==> config.mk <==
export PLATFORM = sky130hd
export DESIGN_NAME = axis_fifo_reader
export DESIGN_NICKNAME = d
export VERILOG_FILES = /design/src/rtl/axis_serdes_pkg.sv /design/src/rtl/axis_skid_buf.sv /design/src/rtl/axis_fifo_reader.sv
export SDC_FILE = /design/constraint.sdc
export NUM_CORES = 1
export LEC_CHECK = 0
export CAP_MARGIN = 20
export CORE_UTILIZATION = 45
export DETAILED_ROUTE_END_ITERATION = 16
export PLACE_DENSITY = 0.7
export SLEW_MARGIN = 20
export SYNTH_ARGS = -nofsm -noshare
export SYNTH_HDL_FRONTEND = slang
export SYNTH_SLANG_ARGS = --single-unit
export TNS_END_PERCENT = 5
==> constraint.sdc <==
create_clock -name i_clk -period 4.6 [get_ports i_clk]
set_input_delay 1.15 -clock i_clk [delete_from_list [all_inputs] [get_ports i_clk]]
set_output_delay 1.15 -clock i_clk [all_outputs]
set_load 0.02 [all_outputs]
==> src/rtl/axis_serdes_pkg.sv <==
// Shared types and constants for the SERDES read-side AXI-Stream path.
// Holds skid buffer sizing and the packet counter width.
package axis_serdes_pkg;

    localparam int SKID_DEPTH = 3;
    localparam int PKT_CNT_W  = 16;

    typedef logic [1:0] skid_ptr_t;
    typedef logic [1:0] skid_occ_t;

    // Circular pointer step; the buffer is not a power of two deep.
    function automatic skid_ptr_t ptr_inc(input skid_ptr_t p);
        return (p == skid_ptr_t'(SKID_DEPTH - 1)) ? '0 : p + skid_ptr_t'(1);
    endfunction

endpackage

==> src/rtl/axis_skid_buf.sv <==
// Three-entry circular skid buffer absorbing FIFO read latency.
// Write on wr_en_i, pop on pop_i, head entry always visible.
module axis_skid_buf
    import axis_serdes_pkg::*;
#(
    parameter int W = 8
) (
    input  logic         clk_i,
    input  logic         rst_i,
    input  logic         wr_en_i,
    input  logic [W-1:0] wr_data_i,
    input  logic         pop_i,
    output logic [1:0]   occ_o,
    output logic [W-1:0] head_o
);

    logic [W-1:0] mem_q [SKID_DEPTH];
    skid_ptr_t    rd_q, rd_d;
    skid_ptr_t    wr_q, wr_d;
    skid_occ_t    occ_q, occ_d;

    always_comb begin
        rd_d  = rd_q;
        wr_d  = wr_q;
        occ_d = occ_q;
        if (wr_en_i) wr_d = ptr_inc(wr_q);
        if (pop_i)   rd_d = ptr_inc(rd_q);
        case ({wr_en_i, pop_i})
            2'b10:   occ_d = occ_q + skid_occ_t'(1);
            2'b01:   occ_d = occ_q - skid_occ_t'(1);
            default: occ_d = occ_q;
        endcase
    end

    always_ff @(posedge clk_i) begin
        if (rst_i) begin
            rd_q  <= '0;
            wr_q  <= '0;
            occ_q <= '0;
        end else begin
            rd_q  <= rd_d;
            wr_q  <= wr_d;
            occ_q <= occ_d;
        end
    end

    // Storage is left unreset; stale contents are never presented as valid.
    always_ff @(posedge clk_i) begin
        if (wr_en_i && !rst_i) mem_q[wr_q] <= wr_data_i;
    end

    assign occ_o  = occ_q;
    assign head_o = mem_q[rd_q];

endmodule

==> src/rtl/axis_fifo_reader.sv <==
// Drains a one-cycle-latency FIFO read port into an AXI-Stream master.
// Read issue depends only on registered state and i_rempty.
module axis_fifo_reader
    import axis_serdes_pkg::*;
#(
    parameter int LOGIC_SIZE = 8,
    parameter int PKT_LEN    = 16
) (
    input  logic                  i_clk,
    input  logic                  i_rst,
    output logic                  o_rr,
    input  logic [LOGIC_SIZE-1:0] i_rdata,
    input  logic                  i_rempty,
    output logic                  o_tvalid,
    input  logic                  i_tready,
    output logic [LOGIC_SIZE-1:0] o_tdata,
    output logic                  o_tlast,
    output logic [PKT_CNT_W-1:0]  o_pkt_cnt
);

    localparam int BEAT_W = (PKT_LEN > 1) ? $clog2(PKT_LEN) : 1;
    localparam logic [BEAT_W-1:0] BEAT_LAST = BEAT_W'(PKT_LEN - 1);

    logic                 pend_q, pend_d;
    logic [BEAT_W-1:0]    beat_q, beat_d;
    logic [PKT_CNT_W-1:0] pkt_q, pkt_d;
    logic [1:0]           occ;
    logic [2:0]           fill;
    logic                 pop;

    axis_skid_buf #(
        .W(LOGIC_SIZE)
    ) u_skid (
        .clk_i    (i_clk),
        .rst_i    (i_rst),
        .wr_en_i  (pend_q),
        .wr_data_i(i_rdata),
        .pop_i    (pop),
        .occ_o    (occ),
        .head_o   (o_tdata)
    );

    // Count the in-flight word so a stall can never overflow the buffer.
    assign fill     = {1'b0, occ} + {2'b00, pend_q};
    assign o_rr     = !i_rst && !i_rempty && (fill < 3'd3);
    assign o_tvalid = !i_rst && (occ != 2'd0);
    assign o_tlast  = o_tvalid && (beat_q == BEAT_LAST);
    assign pop      = o_tvalid && i_tready;

    always_comb begin
        pend_d = o_rr;
        beat_d = beat_q;
        pkt_d  = pkt_q;
        if (pop) begin
            if (o_tlast) begin
                beat_d = '0;
                pkt_d  = pkt_q + PKT_CNT_W'(1);
            end else begin
                beat_d = beat_q + BEAT_W'(1);
            end
        end
    end

    always_ff @(posedge i_clk) begin
        if (i_rst) begin
            pend_q <= 1'b0;
            beat_q <= '0;
            pkt_q  <= '0;
        end else begin
            pend_q <= pend_d;
            beat_q <= beat_d;
            pkt_q  <= pkt_d;
        end
    end

    assign o_pkt_cnt = pkt_q;

endmodule
Yosys cells after proc, flatten, opt, wreduce, memory -nomap -nowiden
Memories as Yosys holds them, arrays and structs flattened. A register that Yosys moved wholly into a read port is not among the register bits.
Cells that the tools add are included.
- mux-type cells: 8
- reduce and logical (&&, ||, !) cells: 11
- shifts and indexed selects: 0
- equality and inequality tests: 5
- div/mod/pow operators: 0
- multipliers: 0
- $add $sub $neg: 7
- $lt $le $gt $ge: 1
- bitwise gates (word level): 0
- operators with widths (kind ; number):
    $add 16x1->16 const B ; 1
    $mux 2 ; 4
    $add 2x1->2 const B ; 3
    $eq 2x2->1 const B ; 3
    $logic_and 1x1->1 ; 6
    $add 4x1->4 const B ; 1
    $eq 4x4->1 const B ; 1
    $mux 4 ; 1
    $pmux 2 s2 ; 1
    $reduce_bool 2->1 ; 2
    $add 2x1->3 ; 1
    $lt 3x2->1 const B ; 1
    $eq 2x1->1 const B ; 1
    $logic_not 1->1 ; 2
    $mux 1 ; 2
    $reduce_and 2->1 ; 1
    $sub 2x1->2 const B ; 1
- ROM bits: 0
- memory bits (writable): 24
- bits of input ports: 12
- output and inout bits: 27
- bits in latches: 0
- word-level logic and storage cells: 39
- register bits after elaboration: 27
- memories: 1
- memories (name ; words ; width ; rd ports ; clocked after Yosys merged registers in ; write ports ; line ; source):
    u_skid.mem_q ; 3 ; 8 ; 1 ; 1 ; 1 ; axis_skid_buf.sv:17 ; logic [W-1:0] mem_q [SKID_DEPTH];

Logic depth before layout (Yosys ltp)
- depth in word-level cells: 5
- depth in mapped cells: 7
- depth with buffers taken out: 7

Modules after synthesis
Synthesis repeated with hierarchy kept, for this count alone.
- cells, all modules: 204
- area total of the unflattened synthesis: 2262.2 um^2
- modules (own cells, without submodules) (module ; cells an instance ; times used ; area an instance (um^2) ; sequential area each (um^2)):
    axis_skid_buf ; 84 ; 1 ; 1189.9 ; 880.8
    axis_fifo_reader ; 120 ; 1 ; 1072.3 ; 420.4

Least setup slack after synthesis
No wires, ideal clock.
- path kind: input to output
- start: in i_rst
- end: out o_rr
- required time: 3450 ps
- arrival: 2365 ps
- setup slack: 1085 ps
- path buffers: 1
- stages on the path: 2
- cells stage by stage: clkbuf_1 a2111oi_0
- cells in the longest elaborated chain, start to end: 3
- ends and longest elaborated chain (element ; line ; source):
    start: declaration ; axis_fifo_reader.sv:10 ; input logic i_rst,
    $logic_not 1->1 ; axis_fifo_reader.sv:45 ; assign o_rr = !i_rst && !i_rempty && (fill < 3'd3);
    $logic_and 1x1->1 (2 in a row) ; axis_fifo_reader.sv:45 ;
    end: declaration ; axis_fifo_reader.sv:11 ; output logic o_rr,
Every way passes these cells.

Worst setup path in the final report
- start: in i_rst
- end: out o_tlast
- cells in the longest elaborated chain, start to end: 3
- ends and longest elaborated chain (element ; line ; source):
    $logic_not 1->1 ; axis_fifo_reader.sv:46 ; assign o_tvalid = !i_rst && (occ != 2'd0);
    $logic_and 1x1->1 ; axis_fifo_reader.sv:46 ;
    $logic_and 1x1->1 ; axis_fifo_reader.sv:47 ; assign o_tlast = o_tvalid && (beat_q == BEAT_LAST);
    end: declaration ; axis_fifo_reader.sv:17 ; output logic o_tlast,
Every way passes these cells.

==> impl_summary.md <==
Run status
The run finished, with violations left. The final reports fail on DRC.

Finish
Of the cells placed in the final design, the portion with a size suffix greater than 1 is 0.06723. From synthesis to final layout, the design area changed by 24.97%. The final non-filler cell total is 290. The number of fill cells in the layout is 389. The count of antenna diodes in the layout is 0. The finished cells cover 2699 um2. At the end of the flow, the number of nets in the layout was 254.

Clocking
Clock tree synthesis selected as its root buffer the cell sky130_fd_sc_hd__clkbuf_8. TritonCTS built the clock tree. The count of hold buffers inserted by post-cts repair is 0. Counting every sink on the clock net gives 53. For the worst-skew pair, the clock arrives at the later sink with an insertion delay of 0.30 ns. After clock tree synthesis, the clock-pin slew on the worst setup and hold paths is 0.09 ns. The buffer depth of the longest clock path is 2. The post-CTS setup buffer count is 0. The H-tree depth reported by CTS is 2. The total of cells resized after clock tree synthesis is 0. The number of CTS-inserted buffers is 5.

Logic synthesis
The Yosys step of the flow raised 0 warnings. The share of the Yosys chip area taken by registers is 0.6025. After synthesis the cells add up to 2160 um2. Yosys mapped a number of flops with a built-in enable equal to 24. The dominant register cell in the synthesized netlist is sky130_fd_sc_hd__dfxtp_1.

Synthesis produced a netlist with a net count of 211. For this run, asynchronously set or reset flops after synthesis account for 0. The share of synthesized area in the top cell type comes to 0.3337. The largest area contributor in the netlist is sky130_fd_sc_hd__edfxtp_1.

The number of synthesized register bits is 53. Synthesis instantiated 33 different standard cells from the library. Synthesis handed over a netlist of 194 instances. By area the synthesized netlist is led by sky130_fd_sc_hd__edfxtp_1 33%, sky130_fd_sc_hd__dfxtp_1 27%, sky130_fd_sc_hd__mux2i_1 4.6%.

The post-synthesis average cell area is 11.13 um2.

Setup path
The data required time at the worst endpoint is 3.45 ns. For this run, the slowest stage of the critical path takes 0.60 ns. The kind of start point of the critical path is a primary input. The worst setup path is captured at an output pin.

Along the worst path, the maximum fanout reaches 6. For the worst setup path, the data arrival time is 2.67 ns. The critical-path cell with the highest stage delay is sky130_fd_sc_hd__clkdlybuf4s50_1. The cell count of the worst reg-to-reg path is 6.

The critical path is of the primary input to output pin type. The signal on the critical path passes through clkdlybuf4s50_1 > o21ba_2 > and2_1 > clkdlybuf4s50_1. In this design, the critical path's most frequently occurring cell is sky130_fd_sc_hd__clkdlybuf4s50_1.

Global routing
Entering global routing, the biggest net connects 17 pins. Summed over all layers, the global routing overflow is 0. The layer carrying the most global-route usage is met2. The first global-routing pass estimated 6.630 mm of wire.

The fraction of met3 tracks used by global routing is 0.03376. The initial antenna violation count is 0. The total routing resource utilization after global routing is 0.1676. In the global route stage, met2 resource usage came out at 0.2677.

For met1 alone, demand over resource in global routing was 0.2215. The number of global-route vias before repair came to 1449.

STA
Setup repair after global routing left no endpoint under its margin. In this run the tightest slew margin relative to its limit is 0.5055. Adding up every negative setup slack in the final design gives 0 ns. The worst hold margin is 0.4734 ns.

For this run, the top clock speed supported by timing is 262.1 MHz. At the pin with the least slew margin, the transition time is 0.7391 ns. Of the available clock period, the critical path in the final layout requires 0.8294. The worst setup skew after layout is 0.005345 ns. The number of failing hold endpoints at the final stage came to 0. Setup violations remaining at the end of the flow were counted as 0. In the post-route analysis, the smallest setup slack over all paths is 0.7846 ns. Subtracting the final worst setup slack from the clock period gives 3.815 ns. The final number of max-transition violations is 0.

Floorplan
The floorplan die area is 5080 um2. The top-level port count is 39. The floorplan step set the die height to 71.28 um. The effective utilization at floorplan is 0.4827. The die is 71.28 um wide.

After floorplanning, the core was divided into 24 placement rows. The core footprint is 4474 um2.

Power and ir drop
The worst ir drop on vdd is 147.6 uV. Power spread over the standard cell area amounts to 316.8 nW/um2. Summed over all cells, the static leakage comes to 0.9137 nW.

Placement
The instance area after placement is 2611 um2. At the end of routability-driven placement, the weighted congestion stood at 0.7585. The post-place setup slack is 0.7767 ns. The final HPWL from detailed placement is 2.691 mm. Input and output buffers added on the ports amount to 38. The total instance count after detailed placement is 282.

Flow run
Max-cap violations in this run came to 0.

Hold path
The min-delay analysis places its worst path in the category flop to flop. The number of cells traversed by the worst hold path is 1.

Route
The final routed DRC violation total is 2. After detailed routing, the average wire length per cell comes to 13.43 um. The total iterations of the first detailed-routing run is 10. The total number of vias is 1505. The remaining antenna violation count is 0. After detailed routing, the total wire length is 3.895 mm. Dividing the detail-routed via count by the number of cells gives 5.190. The DRC violation total after the first TritonRoute iteration is 73.
## where the power goes
part	internal [mW]	total, mW	switching, mW
Sequential	0.503	0.516	0.0131
Clock	0.107	0.254	0.147
Combinational	0.0440	0.0851	0.0412
## sequential cells by signal, summed over array words and instances (netlist names), named ones only
register / flops
o_pkt_cnt: 16
beat_q: 4
u_skid.wr_q: 2
u_skid.occ_o: 2
u_skid.rd_q: 2
u_skid.mem_q: 24
pend_q: 1
## placed cells by master, fill, tap and decap left out, drive strengths merged, types with 2 or more instances in the layout
master,Yosys,final
clkinvlp,0,2
nor4,3,3
mux2i,10,10
inv,5,5
clkdlybuf4s50,0,38
xor2,4,4
clkbuf,4,6
a21oi,7,7
buf,2,4
o21ai,12,12
or4,2,2
nand2b,2,2
edfxtp,24,24
nand4,3,3
nand3,7,7
xnor2,10,10
nand3b,2,2
and3,3,3
nor2,20,20
nor3,8,8
nand2,17,17
ha,5,5
or3,5,5
a2111oi,2,2
dfxtp,29,29
## path summary, 6_finish.rpt
path	from	to	slack [ns]
worst max-delay path	i_rst	o_tlast	0.78
worst min-delay path	o_pkt_cnt[15]	o_pkt_cnt[15]	0.47
worst max register to register	beat_q[0]	o_pkt_cnt[15]	2.45
worst min register to register	o_pkt_cnt[15]	o_pkt_cnt[15]	0.47
## cells by family after synthesis
kind of cell	count (synthesis)	share of synthesized area
mux	11	0.05157
buf+inv	11	0.01969
fa+ha+maj	5	0.02897
simple gates	74	0.1692
compound gates	26	0.07127
xor+xnor	14	0.05678
flops	53	0.6026
## layer usage
layer,vias to the layer above,share of wire
met5,-,0
met4,0,0.015
met3,5,0.036
met2,30,0.46
met1,693,0.49
li1,777,-
## through the flow
step	utilization	total power [mW]
3_3_place_gp	0.5836	0.6102
6_report	0.6032	0.8550
2_1_floorplan	-	0.5708
4_1_cts	0.6032	0.8633
5_1_grt	0.6032	0.8932
3_5_place_dp	0.5836	0.6117
## cell type report
| cell class | count | area [um2] | share of cell area |
|---|---|---|---|
| Clock inverter | 2 | 15.01 | 0.005563 |
| Clock buffer | 6 | 72.57 | 0.02689 |
| Sequential cell | 53 | 1301 | 0.4822 |
| Inverter | 5 | 18.77 | 0.006954 |
| Tap cell | 52 | 65.06 | 0.02411 |
| Multi-Input combinational cell | 130 | 815.8 | 0.3023 |
| Timing Repair Buffer | 42 | 410.4 | 0.1521 |
## critical path: cells and delay by family
kind	cells	cell delay, ns
AND/OR/NAND/NOR	1	0.14
buffers and inverters	2	1.07
AO/OA/AOI/OAI	1	0.31
## cell usage after synthesis (4+ instances only)
| cell | instances |
|---|---|
| sky130_fd_sc_hd__mux2i_1 | 10 |
| sky130_fd_sc_hd__nand2_1 | 17 |
| sky130_fd_sc_hd__xnor2_1 | 10 |
| sky130_fd_sc_hd__or3_1 | 4 |
| sky130_fd_sc_hd__inv_1 | 5 |
| sky130_fd_sc_hd__nand3_1 | 7 |
| sky130_fd_sc_hd__o21ai_0 | 12 |
| sky130_fd_sc_hd__dfxtp_1 | 29 |
| sky130_fd_sc_hd__a21oi_1 | 7 |
| sky130_fd_sc_hd__edfxtp_1 | 24 |
| sky130_fd_sc_hd__xor2_1 | 4 |
| sky130_fd_sc_hd__nor2_1 | 20 |
| sky130_fd_sc_hd__nor3_1 | 8 |
| sky130_fd_sc_hd__clkbuf_1 | 4 |
| sky130_fd_sc_hd__ha_1 | 5 |
Note: power is estimated with default switching activity, not from simulation.
